<file path="src/rtl/char_disp_pkg.sv">
// Shared constants and types for the character line display: font geometry,
// glyph ROM layout and the per-slot storage record.
package char_disp_pkg;

  localparam int FONT_W     = 5;
  localparam int FONT_H     = 8;
  localparam int ROM_ADDR_W = 9;

  typedef logic [ROM_ADDR_W-1:0] rom_addr_t;

  localparam rom_addr_t BLANK_ADDR = 9'h000;

  // Glyph n occupies FONT_H consecutive ROM rows starting at n*FONT_H.
  localparam rom_addr_t GLYPH_BLANK = 9'h000;
  localparam rom_addr_t GLYPH_A     = 9'h008;
  localparam rom_addr_t GLYPH_B     = 9'h010;
  localparam rom_addr_t GLYPH_C     = 9'h018;
  localparam rom_addr_t GLYPH_D     = 9'h020;
  localparam rom_addr_t GLYPH_E     = 9'h028;
  localparam rom_addr_t GLYPH_F     = 9'h030;

  typedef struct packed {
    rom_addr_t base;
    logic      blink;
  } slot_t;

  localparam slot_t SLOT_RESET = '{base: BLANK_ADDR, blink: 1'b0};

  function automatic rom_addr_t glyph_base(input int unsigned glyph_idx);
    glyph_base = rom_addr_t'(glyph_idx * FONT_H);
  endfunction

endpackage

</file>
<file path="src/rtl/char_line_display_blink_timer.sv">
// Counts frame ticks and toggles blink_phase once every BLINK_FRAMES ticks.
module blink_timer #(
  parameter int BLINK_FRAMES = 30
) (
  input  logic clk,
  input  logic rst_n,
  input  logic frame_tick,
  output logic blink_phase
);

  localparam int CNT_W = (BLINK_FRAMES > 1) ? $clog2(BLINK_FRAMES) : 1;
  localparam logic [CNT_W-1:0] CNT_LAST = CNT_W'(BLINK_FRAMES - 1);

  logic [CNT_W-1:0] cnt_d, cnt_q;
  logic             phase_d, phase_q;

  always_comb begin
    cnt_d   = cnt_q;
    phase_d = phase_q;
    if (frame_tick) begin
      if (cnt_q == CNT_LAST) begin
        cnt_d   = {CNT_W{1'b0}};
        phase_d = ~phase_q;
      end else begin
        cnt_d   = cnt_q + CNT_W'(1);
        phase_d = phase_q;
      end
    end else begin
      cnt_d   = cnt_q;
      phase_d = phase_q;
    end
  end

  always_ff @(posedge clk) begin
    if (!rst_n) begin
      cnt_q   <= {CNT_W{1'b0}};
      phase_q <= 1'b0;
    end else begin
      cnt_q   <= cnt_d;
      phase_q <= phase_d;
    end
  end

  assign blink_phase = phase_q;

endmodule

</file>
<file path="src/rtl/char_line_display.sv">
// Draws a scaled line of NUM_CHARS glyphs inside a fixed box; three-stage
// pixel pipeline (decode, ROM address, pixel select) with runtime slot writes.
module char_line_display
  import char_disp_pkg::*;
#(
  parameter logic [10:0] X_BOX        = 11'd88,
  parameter logic [9:0]  Y_BOX        = 10'd32,
  parameter int          NUM_CHARS    = 8,
  parameter int          SCALE_LOG2   = 2,
  parameter int          BLINK_FRAMES = 30
) (
  input  logic                                                 clk,
  input  logic                                                 rst_n,
  input  logic [10:0]                                          pixel_x,
  input  logic [9:0]                                           pixel_y,
  input  logic                                                 pixel_valid,
  input  logic                                                 wr_en,
  input  logic [((NUM_CHARS > 1) ? $clog2(NUM_CHARS) : 1)-1:0] wr_idx,
  input  logic [8:0]                                           wr_base,
  input  logic                                                 wr_blink,
  input  logic                                                 frame_tick,
  output logic [8:0]                                           rom_addr,
  input  logic [FONT_W-1:0]                                    rom_data,
  output logic                                                 pixel_on,
  output logic                                                 pixel_on_valid
);

  localparam int IDX_W  = (NUM_CHARS > 1) ? $clog2(NUM_CHARS) : 1;
  localparam int COL_W  = $clog2(FONT_W + 1);
  localparam int ROW_W  = $clog2(FONT_H);
  localparam int CELL_W = (FONT_W + 1) << SCALE_LOG2;
  localparam int BOX_W  = NUM_CHARS * CELL_W;
  localparam int BOX_H  = FONT_H << SCALE_LOG2;
  localparam int X_END  = int'(X_BOX) + BOX_W;
  localparam int Y_END  = int'(Y_BOX) + BOX_H;

  logic blink_phase_s;

  blink_timer #(
    .BLINK_FRAMES(BLINK_FRAMES)
  ) u_blink_timer (
    .clk        (clk),
    .rst_n      (rst_n),
    .frame_tick (frame_tick),
    .blink_phase(blink_phase_s)
  );

  // Slot storage
  slot_t slots_d [NUM_CHARS];
  slot_t slots_q [NUM_CHARS];

  // Stage 1 decode
  logic [10:0]      dx_s;
  logic [9:0]       dy_s;
  logic             in_box_s;
  logic [IDX_W-1:0] slot_s;
  logic [COL_W-1:0] col_s;
  logic [ROW_W-1:0] row_s;

  logic             v1_q, in_box1_q;
  logic [IDX_W-1:0] slot1_q;
  logic [COL_W-1:0] col1_q;
  logic [ROW_W-1:0] row1_q;

  // Stage 2 address / attribute fetch
  slot_t            rd_slot_s;
  logic [8:0]       rom_addr_s;
  logic             gap_s;

  logic             v2_q, in_box2_q, gap2_q, blink2_q, phase2_q;
  logic [COL_W-1:0] col2_q;

  // Stage 3 pixel select
  logic             rom_bit_s;
  logic             on_s;
  logic             v3_q, on_q;

  always_comb begin
    slots_d = slots_q;
    if (wr_en && (int'(wr_idx) < NUM_CHARS)) begin
      slots_d[wr_idx] = '{base: wr_base, blink: wr_blink};
    end else begin
      slots_d = slots_q;
    end
  end

  // Constant divisors keep slot/column extraction purely combinational.
  always_comb begin
    dx_s     = pixel_x - X_BOX;
    dy_s     = pixel_y - Y_BOX;
    in_box_s = (int'(pixel_x) >= int'(X_BOX)) && (int'(pixel_x) < X_END) &&
               (int'(pixel_y) >= int'(Y_BOX)) && (int'(pixel_y) < Y_END);
    if (in_box_s) begin
      slot_s = IDX_W'(int'(dx_s) / CELL_W);
      col_s  = COL_W'((int'(dx_s) % CELL_W) >> SCALE_LOG2);
      row_s  = ROW_W'(int'(dy_s) >> SCALE_LOG2);
    end else begin
      slot_s = {IDX_W{1'b0}};
      col_s  = {COL_W{1'b0}};
      row_s  = {ROW_W{1'b0}};
    end
  end

  always_comb begin
    rd_slot_s  = slots_q[slot1_q];
    rom_addr_s = rd_slot_s.base + {{(ROM_ADDR_W - ROW_W){1'b0}}, row1_q};
    gap_s      = (col1_q == COL_W'(FONT_W));
  end

  // Column 0 is the leftmost pixel, held in the MSB of the ROM row.
  always_comb begin
    rom_bit_s = 1'b0;
    for (int i = 0; i < FONT_W; i++) begin
      rom_bit_s = (col2_q == COL_W'(i)) ? rom_data[FONT_W-1-i] : rom_bit_s;
    end
    on_s = v2_q & in_box2_q & ~gap2_q & rom_bit_s & ~(blink2_q & phase2_q);
  end

  always_ff @(posedge clk) begin
    if (!rst_n) begin
      for (int i = 0; i < NUM_CHARS; i++) begin
        slots_q[i] <= SLOT_RESET;
      end
      v1_q      <= 1'b0;
      in_box1_q <= 1'b0;
      slot1_q   <= {IDX_W{1'b0}};
      col1_q    <= {COL_W{1'b0}};
      row1_q    <= {ROW_W{1'b0}};
      v2_q      <= 1'b0;
      in_box2_q <= 1'b0;
      gap2_q    <= 1'b0;
      blink2_q  <= 1'b0;
      phase2_q  <= 1'b0;
      col2_q    <= {COL_W{1'b0}};
      v3_q      <= 1'b0;
      on_q      <= 1'b0;
    end else begin
      slots_q   <= slots_d;
      v1_q      <= pixel_valid;
      in_box1_q <= in_box_s;
      slot1_q   <= slot_s;
      col1_q    <= col_s;
      row1_q    <= row_s;
      v2_q      <= v1_q;
      in_box2_q <= in_box1_q;
      gap2_q    <= gap_s;
      blink2_q  <= rd_slot_s.blink;
      phase2_q  <= blink_phase_s;
      col2_q    <= col1_q;
      v3_q      <= v2_q;
      on_q      <= on_s;
    end
  end

  assign rom_addr       = rom_addr_s;
  assign pixel_on       = on_q;
  assign pixel_on_valid = v3_q;

endmodule

</file>
<file path="config.mk">
export PLATFORM = sky130hd
export DESIGN_NAME = char_line_display
export DESIGN_NICKNAME = d
export VERILOG_FILES = /design/src/rtl/char_disp_pkg.sv /design/src/rtl/char_line_display_blink_timer.sv /design/src/rtl/char_line_display.sv
export SDC_FILE = /design/constraint.sdc
export NUM_CORES = 1
export LEC_CHECK = 0
export ABC_AREA = 0
export BUFFER_PORTS_ARGS = -buffer_cell sky130_fd_sc_hd__buf_2
export CORE_MARGIN = 10
export CORE_UTILIZATION = 45
export CTS_CLUSTER_SIZE = 28
export DETAILED_ROUTE_END_ITERATION = 10
export PLACE_DENSITY = 0.66
export SLEW_MARGIN = 5
export SYNTH_ARGS = -nofsm -noshare
export SYNTH_HDL_FRONTEND = slang
export SYNTH_SLANG_ARGS = --single-unit
</file>
<file path="constraint.sdc">
create_clock -name clk -period 4.4 [get_ports clk]
set_clock_uncertainty 0.15 [all_clocks]
set_input_delay 0.88 -clock clk [delete_from_list [all_inputs] [get_ports clk]]
set_output_delay 0.88 -clock clk [all_outputs]
set_load 0.005 [all_outputs]
</file>
==> impl_metrics.py, run 1 <==
metrics = {
    "logic_synthesis": {
        "avgSynthCellArea_um2": 8.77,
        "syn_area_um2": 5980,
        "netlist_top_cells_count": "nand2_1 (178), dfxtp_1 (107), a21boi_0 (81), nor2_1 (25), mux4_2 (21)",
        "ys_seq_area_share_pct": 35.8,
        "yosysMostFrequentCell": "nand2_1",
        "synth_nets": 735,
        "yosysWarnings": 0,
        "yosys-top-cells-area": "dfxtp_1 (36%), nand2_1 (11%), a21boi_0 (10%)",
        "synth_edf_count": 0,
        "synth_cells": 682,
        "synth_seq_cells": 107,
        "synth_top_area_share_pct": 35.8,
        "yosysUniqueCellTypes": 82,
        "synthArstFlopShare_pct": 0,
        "yosysTopAreaCell": "dfxtp_1",
        "synthFlopType": "dfxtp_1",
    },
    "routing": {
        "vias": 5152,
        "viasPerCell": 5.57,
        "dr.pass1.iters": 5,
        "wl_um": 15700,
        "ant_nets": 0,
        "drc": 0,
        "drt_iter0_drc": 391,
        "wl_per_cell_um": 17.0,
    },
    "place": {
        "place_ws_ns": -0.0970,
        "place_inst": 909,
        "place_congestion": 0.866,
        "hpwlAfterDp_um": 11600,
        "port_buffers": 50,
    },
    "timing": {
        "rsz0062_at_grt": "false",
        "final-hold-violation-count": 0,
        "fin_crit_sh_pct": 94.7,
        "drv_slew": 0,
        "worst_slack_ns": 0.232,
        "max_clock_freq_ghz": 0.240,
        "tightest_slew_ns": 0.946,
        "period_minus_slack_ns": 4.17,
        "slew_headroom_pct": 36.7,
        "setup-violations-final": 0,
    },
    "layout": {
        "drive_gt1_share_pct": 22.4,
        "instances_no_fill": 925,
        "area_delta_synth_final_pct": 14.5,
        "n_antenna_cell": 0,
        "final_nets": 797,
        "fin_util_pct": 52.1,
    },
    "clock_network": {
        "cts_inserted_buffers": 9,
        "htree_levels": 3,
        "cts_tree": "done",
        "root_buffer": "clkbuf_16",
        "cts_buffer_depth": 2,
        "clk_latency_ns": 0.35,
        "path_clk_slew_ns": 0.06,
        "ctsResizeCount": 0,
        "cts_num_sinks": 107,
        "holdBufCountCts": 0,
        "postCtsSetupBuffers": 0,
    },
    "hold_path": {
        "hold_class": "flip-flop to flip-flop",
        "holdPathStages": 1,
        "holdPathEnd": "pixel_on",
        "min-delay-start": "phase2_q",
    },
    "setup_path": {
        "crit_path_max_fanout": 5,
        "end_kind": "output port",
        "r2r_setup_slack_ns": 2.89,
        "crit_path_frequent_cell": "inv_1",
        "cpMaxStageDelayCell": "mux4_2",
        "arrival_ns": 3.14,
        "reg2reg_depth": 6,
        "r2r_start": "u_blink_timer.cnt_q[1]",
        "path_cells": "buf_4, mux4_2, mux2_2, ha_1, inv_1, fa_1, inv_1, a21oi_1, nor2_1, and3b_1, nand3_1, xor2_1, buf_2",
        "cpPeakStageDelay_ns": 0.50,
        "required_ns": 3.37,
        "critical_path.startpoint_type": "flip-flop",
        "crit_type": "flip-flop to output port",
        "worst-path-buf-inv": 4,
        "timing.rr.end": "u_blink_timer.cnt_q[1]",
        "critical-path-top-delay-family": "multiplexers",
    },
    "grt": {
        "gr-total-overflow": 0,
        "grtUsageTotal_pct": 17.3,
        "top_usage_layer": "met2",
        "grt_max_degree": 48,
        "first_global_vias": 5198,
        "grt_pass1_wl_um": 25700,
        "grt_use_met3_pct": 3.56,
        "use_met1_pct": 21.8,
        "antenna_found_initial": 0,
        "met2_usage_pct": 29.1,
    },
    "power": {
        "swShare_pct": 26.8,
        "switching_power_mw": 0.586,
        "p_leak_nw": 2.54,
        "combPwrFrac_pct": 18.8,
        "ir_drop_uv": 232,
        "power_mw": 2.19,
        "internal-power_mw": 1.60,
        "p_per_area_nw_per_um2": 320,
        "seq_power_share_pct": 45.5,
        "pwr-share-clk_pct": 35.6,
    },
    "floorplan": {
        "die_x_um": 135,
        "rows": 42,
        "die_y_um": 135,
        "die_area_um2": 18300,
        "core_area_um2": 13100,
        "initial_core_util_pct": 45.5,
        "io_pins": 55,
    },
    "run": {
        "drv_cap": 0,
    },
    "status": {
        "outcome": "complete, no violations",
    },
}
[routing by layer]
metal	up-vias	share of wire, %
met5	-	0
met4	0	1.6
met3	20	5.5
met2	137	49
met1	2477	44
li1	2518	-
[kinds of logic after synthesis]
family | after synthesis | synth area share (%)
multiplexers | 31 | 9.69
AND/OR/NAND/NOR | 293 | 22.4
adder cells (fa/ha/maj) | 10 | 2.20
flip-flops | 107 | 35.8
AO/OA/AOI/OAI | 165 | 21.8
XOR/XNOR | 18 | 2.87
buffers and inverters | 58 | 5.21
[power by group through the flow]
stage          sequential, mW  clock, mW  combinational [mW]
2_1_floorplan            1.02          0               0.291
3_3_place_gp             1.02          0               0.397
3_5_place_dp             1.02          0               0.407
4_1_cts                 0.997      0.800               0.409
5_1_grt                 0.998      0.829               0.451
6_report                0.997      0.781               0.413
[how the worst max path moves through the flow]
stage | from | depth (start not counted) | to
finish | slot1_q[0] | 13 | rom_addr[8]
global route | slot1_q[0] | 13 | rom_addr[8]
CTS | slot1_q[1] | 11 | rom_addr[8]
detailed placement | pixel_x[7] | 15 | col1_q[1]
global placement | pixel_x[7] | 15 | col1_q[1]
floorplan | pixel_x[7] | 15 | col1_q[1]
[flip-flops by register name, summed over array words and instances (netlist names)]
signal and flops:
row1_q 3, pixel_on_valid 1, col2_q 3, pixel_on 1, blink2_q 1, u_blink_timer.blink_phase 1, slot1_q 3, slots_q 80
v2_q 1, phase2_q 1, in_box2_q 1, gap2_q 1, in_box1_q 1, col1_q 3, v1_q 1, u_blink_timer.cnt_q 5
[layout make-up]
type	instances	area, µm²
well taps	176	220
clock buffers	11	233
clock inverters	5	53.8
repair buffers	95	592
fillers	1215	6290
flip-flops and latches	107	2140
inverters	14	65.1
multi-input cells	517	3540
[metrics by stage]
| stage | TNS, ns | hold slack (ns) | cell area, µm² |
|---|---|---|---|
| global route | 0 | 0.310 | 6840 |
| detailed placement | -0.154 | 0.268 | 6550 |
| floorplan | 0 | 0.248 | 5990 |
| global placement | -0.0210 | 0.254 | 6550 |
| CTS | 0 | 0.285 | 6840 |
| finish | 0 | 0.283 | 6840 |
[cells in the final DEF, fill, tap and decap left out, types with 3 or more instances in the layout]
master       n
a211o_1      4
a211oi_1     7
a211oi_4     3
a21boi_0    81
a21o_1       3
a21oi_1     12
a311oi_1     4
a31oi_1      3
and2_1      14
and3b_1      3
buf_2       50
buf_4       44
clkbuf_16    9
clkinv_2     3
dfxtp_1    106
ha_1         8
inv_1       12
mux2_2       5
mux2i_1      5
mux4_2      21
nand2_1    178
nand2b_1     5
nand3_1     15
nand4_1      9
nor2_1      25
nor2b_1      5
nor3_1      12
nor4_1       3
o211ai_1     3
o21a_1       3
o21ai_0     12
or3_1        5
xnor2_1      9
xor2_1       8
Power figures use the tool's default switching activity.
==> inputs of run 2 (changes only) <==
- CORE_UTILIZATION: 45 -> 40
- PLACE_DENSITY: 0.66 -> not set
==> impl_metrics.py, run 2 (synthesis gave the netlist of run 1 again) <==
metrics = {
    "status": {
        "outcome": "complete, no violations",
    },
    "grt": {
        "antenna_found_initial": 0,
        "grtUsageTotal_pct": 15.9,
        "grt_max_degree": 92,
        "gr-total-overflow": 0,
        "first_global_vias": 4930,
        "grt_pass1_wl_um": 25800,
    },
    "routing": {
        "vias": 5167,
        "wl_per_cell_um": 17.6,
        "wl_um": 16300,
        "viasPerCell": 5.57,
        "drc": 0,
        "dr.pass1.iters": 6,
        "drt_iter0_drc": 434,
        "ant_nets": 0,
    },
    "floorplan": {
        "die_x_um": 142,
        "io_pins": 55,
        "core_area_um2": 14600,
        "initial_core_util_pct": 41.0,
        "rows": 44,
        "die_area_um2": 20200,
        "die_y_um": 142,
    },
    "layout": {
        "n_antenna_cell": 0,
        "drive_gt1_share_pct": 22.8,
        "instances_no_fill": 928,
        "area_delta_synth_final_pct": 14.6,
        "regMostFlops": "slots_q",
        "fillers": 1391,
        "register_area_um2": 2140,
        "multiInputGateArea_um2": 3580,
        "layout_commonest_cell": "nand2_1",
        "final_nets": 792,
        "most-common-layout-cells": "nand2_1 (178), dfxtp_1 (107), a21boi_0 (81), buf_2 (50), buf_4 (39)",
        "reg_top3": "slots_q (80), u_blink_timer.cnt_q (5)",
        "largest_register_ffs": 80,
    },
    "timing": {
        "drv_slew": 0,
        "final-hold-violation-count": 0,
        "worst_slack_ns": 0.241,
        "max_clock_freq_ghz": 0.240,
        "setup-violations-final": 0,
        "tightest_slew_ns": 1.07,
        "slew_headroom_pct": 28.4,
        "period_minus_slack_ns": 4.16,
        "finalSetupTns_ns": 0,
        "fin_crit_sh_pct": 94.5,
        "rsz0062_at_grt": "false",
    },
    "place": {
        "place_inst": 911,
        "place_congestion": 0.903,
        "hpwlAfterDp_um": 11700,
        "port_buffers": 50,
        "place_ws_ns": -0.152,
    },
    "clock_network": {
        "root_buffer": "clkbuf_16",
        "clk_latency_ns": 0.35,
        "htree_levels": 3,
        "cts_buffer_depth": 2,
        "ctsResizeCount": 0,
        "cts_inserted_buffers": 9,
        "path_clk_slew_ns": 0.07,
        "cts_num_sinks": 107,
        "postCtsSetupBuffers": 0,
        "cts_tree": "done",
        "holdBufCountCts": 0,
    },
    "run": {
        "drv_cap": 0,
    },
    "power": {
        "seq_power_share_pct": 45.1,
        "switching_power_mw": 0.624,
        "p_leak_nw": 2.52,
        "pwr-share-clk_pct": 35.9,
        "combPwrFrac_pct": 19.0,
        "internal-power_mw": 1.59,
        "p_per_area_nw_per_um2": 323,
        "swShare_pct": 28.2,
        "ir_drop_uv": 173,
    },
    "hold_path": {
        "hold_class": "flip-flop to flip-flop",
    },
    "setup_path": {
        "arrival_ns": 4.26,
        "crit_path_max_fanout": 5,
        "required_ns": 4.50,
        "crit_type": "input pin to flip-flop",
        "critical_path.startpoint_type": "input pin",
        "end_kind": "flip-flop",
    },
}
[run 2: cell types whose count changed in the layout (fill, tap and decap cells not counted), sizes merged]
cell	before	now
bufinv	1	0
a211oi	11	12
inv	13	17
buf	95	89
clkinv	5	2
[run 2: worst paths after layout]
kind | startpoint | to | slack [ns] | cells after the start
worst max-delay path | pixel_x[3] | col1_q[2] | 0.24 | 17
worst min-delay path | phase2_q | pixel_on | 0.27 | 1
worst max register to register | slot1_q[0] | blink2_q | 2.63 | 4
worst min register to register | phase2_q | pixel_on | 0.27 | 1
[run 2: critical path: stages]
cell      delay [ns]
buf_2           0.12
ha_1            0.26
o211ai_1        0.19
o211a_1         0.30
clkinv_8        0.06
ha_1            0.30
nand2b_2        0.24
o31ai_1         0.09
a222oi_1        0.14
buf_4           0.17
and2_1          0.16
a211o_1         0.26
o211a_1         0.24
a22oi_2         0.25
a211o_1         0.22
nand3_1         0.09
a311oi_1        0.28
[run 2: layout make-up]
cell class,count,area share [%]
clock buffers,11,3.69
clock inverters,5,0.584
inverters,14,0.950
multi-input cells,518,52.2
flip-flops and latches,107,31.3
well taps,184,3.36
repair buffers,89,7.93
[run 2: power by group through the flow]
stage               clock network [mW]  logic [mW]  registers [mW]
global route                     0.853       0.457           0.998
finish                           0.794       0.420           0.996
detailed placement                   0       0.404            1.02
floorplan                            0       0.291            1.02
CTS                              0.812       0.406           0.996
global placement                     0       0.395            1.02
[run 2: metal layers]
layer  global-route usage (%)  routed length [µm]  part of all wire, %  vias up
met3                     3.24                 977                  6.0       24
met1                     20.3                7250                   44     2461
met4                     5.59                 318                  1.9        0
met5                        0                   0                    0        -
li1                         -                   -                    -     2518
met2                     25.9                7790                   48      164
[run 2: per-stage QoR]
stage	power [mW]	cell area [µm²]	util, %	hold slack, ns
after floorplan	1.31	5990	-	0.248
after CTS	2.21	6820	46.7	0.277
after detailed placement	1.42	6520	44.7	0.267
after global placement	1.41	6520	44.7	0.254
final	2.21	6850	47.0	0.269
after global routing	2.31	6850	47.0	0.293
==> inputs of run 3 (changes only) <==
- CORE_MARGIN: 10 -> 5
==> impl_metrics.py, run 3 (synthesis gave the netlist of run 1 again) <==
metrics = {
    "timing": {
        "tightest_slew_ns": 1.12,
        "whs_ns": 0.267,
        "final-hold-violation-count": 0,
        "max_clock_freq_ghz": 0.242,
        "worst_slack_ns": 0.270,
        "fin_crit_sh_pct": 93.9,
        "rsz0062_at_grt": "false",
        "setup-violations-final": 0,
        "drv_slew": 0,
        "period_minus_slack_ns": 4.13,
        "finalSetupTns_ns": 0,
        "slew_headroom_pct": 25.1,
    },
    "clock_network": {
        "holdBufCountCts": 0,
        "root_buffer": "clkbuf_16",
        "path_clk_slew_ns": 0.07,
        "cts_inserted_buffers": 9,
        "clk_latency_ns": 0.35,
        "cts_tree": "done",
        "htree_levels": 3,
        "cts_buffer_depth": 2,
        "cts_num_sinks": 107,
    },
    "layout": {
        "final_nets": 794,
        "most-common-layout-cells": "nand2_1 (178), dfxtp_1 (105), a21boi_0 (81), buf_2 (50), buf_4 (42)",
        "fin_util_pct": 46.9,
        "area_delta_synth_final_pct": 14.6,
        "n_antenna_cell": 0,
        "instances_no_fill": 929,
        "layout_commonest_cell": "nand2_1",
        "drive_gt1_share_pct": 23.0,
        "regMostFlops": "slots_q",
        "reg_top3": "slots_q (80), u_blink_timer.cnt_q (5)",
        "largest_register_ffs": 80,
    },
    "setup_path": {
        "crit_type": "input pin to flip-flop",
        "cpPeakStageDelay_ns": 0.42,
        "crit_path_max_fanout": 5,
        "required_ns": 4.48,
        "end_kind": "flip-flop",
        "arrival_ns": 4.21,
        "cpMaxStageDelayCell": "a221o_2",
        "reg2reg_depth": 4,
        "critical_path.startpoint_type": "input pin",
        "path_cells": "buf_2, ha_1, o211ai_1, o211a_1, clkinv_8, ha_1, nand2b_1, nand3_1, nand2_1, a221o_2, buf_4, o211a_1, a211oi_1, o21ai_0, a21oi_1, a311oi_1",
    },
    "routing": {
        "ant_nets": 0,
        "drt_iter0_drc": 320,
        "wl_per_cell_um": 17.6,
        "viasPerCell": 5.57,
        "wl_um": 16300,
        "vias": 5171,
        "dr.pass1.iters": 7,
        "drc": 0,
    },
    "floorplan": {
        "die_y_um": 132,
        "die_x_um": 132,
        "initial_core_util_pct": 41.0,
        "rows": 44,
        "core_area_um2": 14600,
        "die_area_um2": 17500,
        "io_pins": 55,
    },
    "grt": {
        "antenna_found_initial": 0,
        "grt_max_degree": 92,
        "grtUsageTotal_pct": 18.6,
        "first_global_vias": 5005,
        "gr-total-overflow": 0,
        "grt_pass1_wl_um": 26200,
    },
    "hold_path": {
        "holdPathStages": 1,
        "hold_class": "flip-flop to flip-flop",
    },
    "place": {
        "place_ws_ns": -0.0862,
        "hpwlAfterDp_um": 11500,
        "port_buffers": 50,
        "place_congestion": 0.862,
        "place_inst": 913,
    },
    "run": {
        "drv_cap": 0,
    },
    "power": {
        "p_per_area_nw_per_um2": 320,
        "p_leak_nw": 2.52,
        "ir_drop_uv": 185,
    },
    "status": {
        "outcome": "complete, no violations",
    },
}
run 3: changes by cell type in the layout (fill, tap and decap cells not counted), sizes merged:
cell	delta
inv	-2
a211oi	-1
buf	+3
clkinvlp	+1
run 3: what timing repair did:
action                     in CTS  in global routing
setup buffers                   0                  1
resized for setup               0                  4
setup endpoints to repair       0                  4
run 3: area by class of cell:
class                   count  area (µm²)
fillers                  1421        7740
multi-input cells         517        3560
flip-flops and latches    107        2140
repair buffers             92         566
clock buffers              11         253
well taps                 184         230
inverters                  14        65.1
clock inverters             4        33.8
run 3: routing by layer:
metal  wire length, µm  track usage [%]  vias up
li1                  -                -     2517
met1              7230             24.0     2474
met2              8000             31.5      151
met3               773             3.59       29
met4               319             5.37        0
met5                 0                0        -
run 3: metrics by stage:
step	cell area, µm²	power [mW]
floorplan	5990	1.31
global placement	6540	1.42
detailed placement	6540	1.43
CTS	6830	2.20
global route	6850	2.29
finish	6850	2.19
run 3: path summary, 6_finish.rpt:
| kind | endpoint | start | slack (ns) |
|---|---|---|---|
| setup reg to reg | blink2_q | slot1_q[0] | 2.75 |
| setup / recovery | col1_q[2] | pixel_x[3] | 0.27 |
| hold / removal | pixel_on | phase2_q | 0.27 |
| hold reg to reg | pixel_on | phase2_q | 0.27 |
run 3: where the power goes:
group / switching (mW) / total, mW / internal (mW)
Sequential: 0.00998 / 0.997 / 0.987
Combinational: 0.240 / 0.419 / 0.180
Clock: 0.358 / 0.775 / 0.417
Total: 0.608 / 2.19 / 1.58
run 3: critical path: cells and delay by family:
kind                       cells  cell delay, ns
AOI/OAI and AO/OA              8            1.99
and+or+nand+nor                3            0.47
adders and majority gates      2            0.54
buffers and inverters          3            0.32
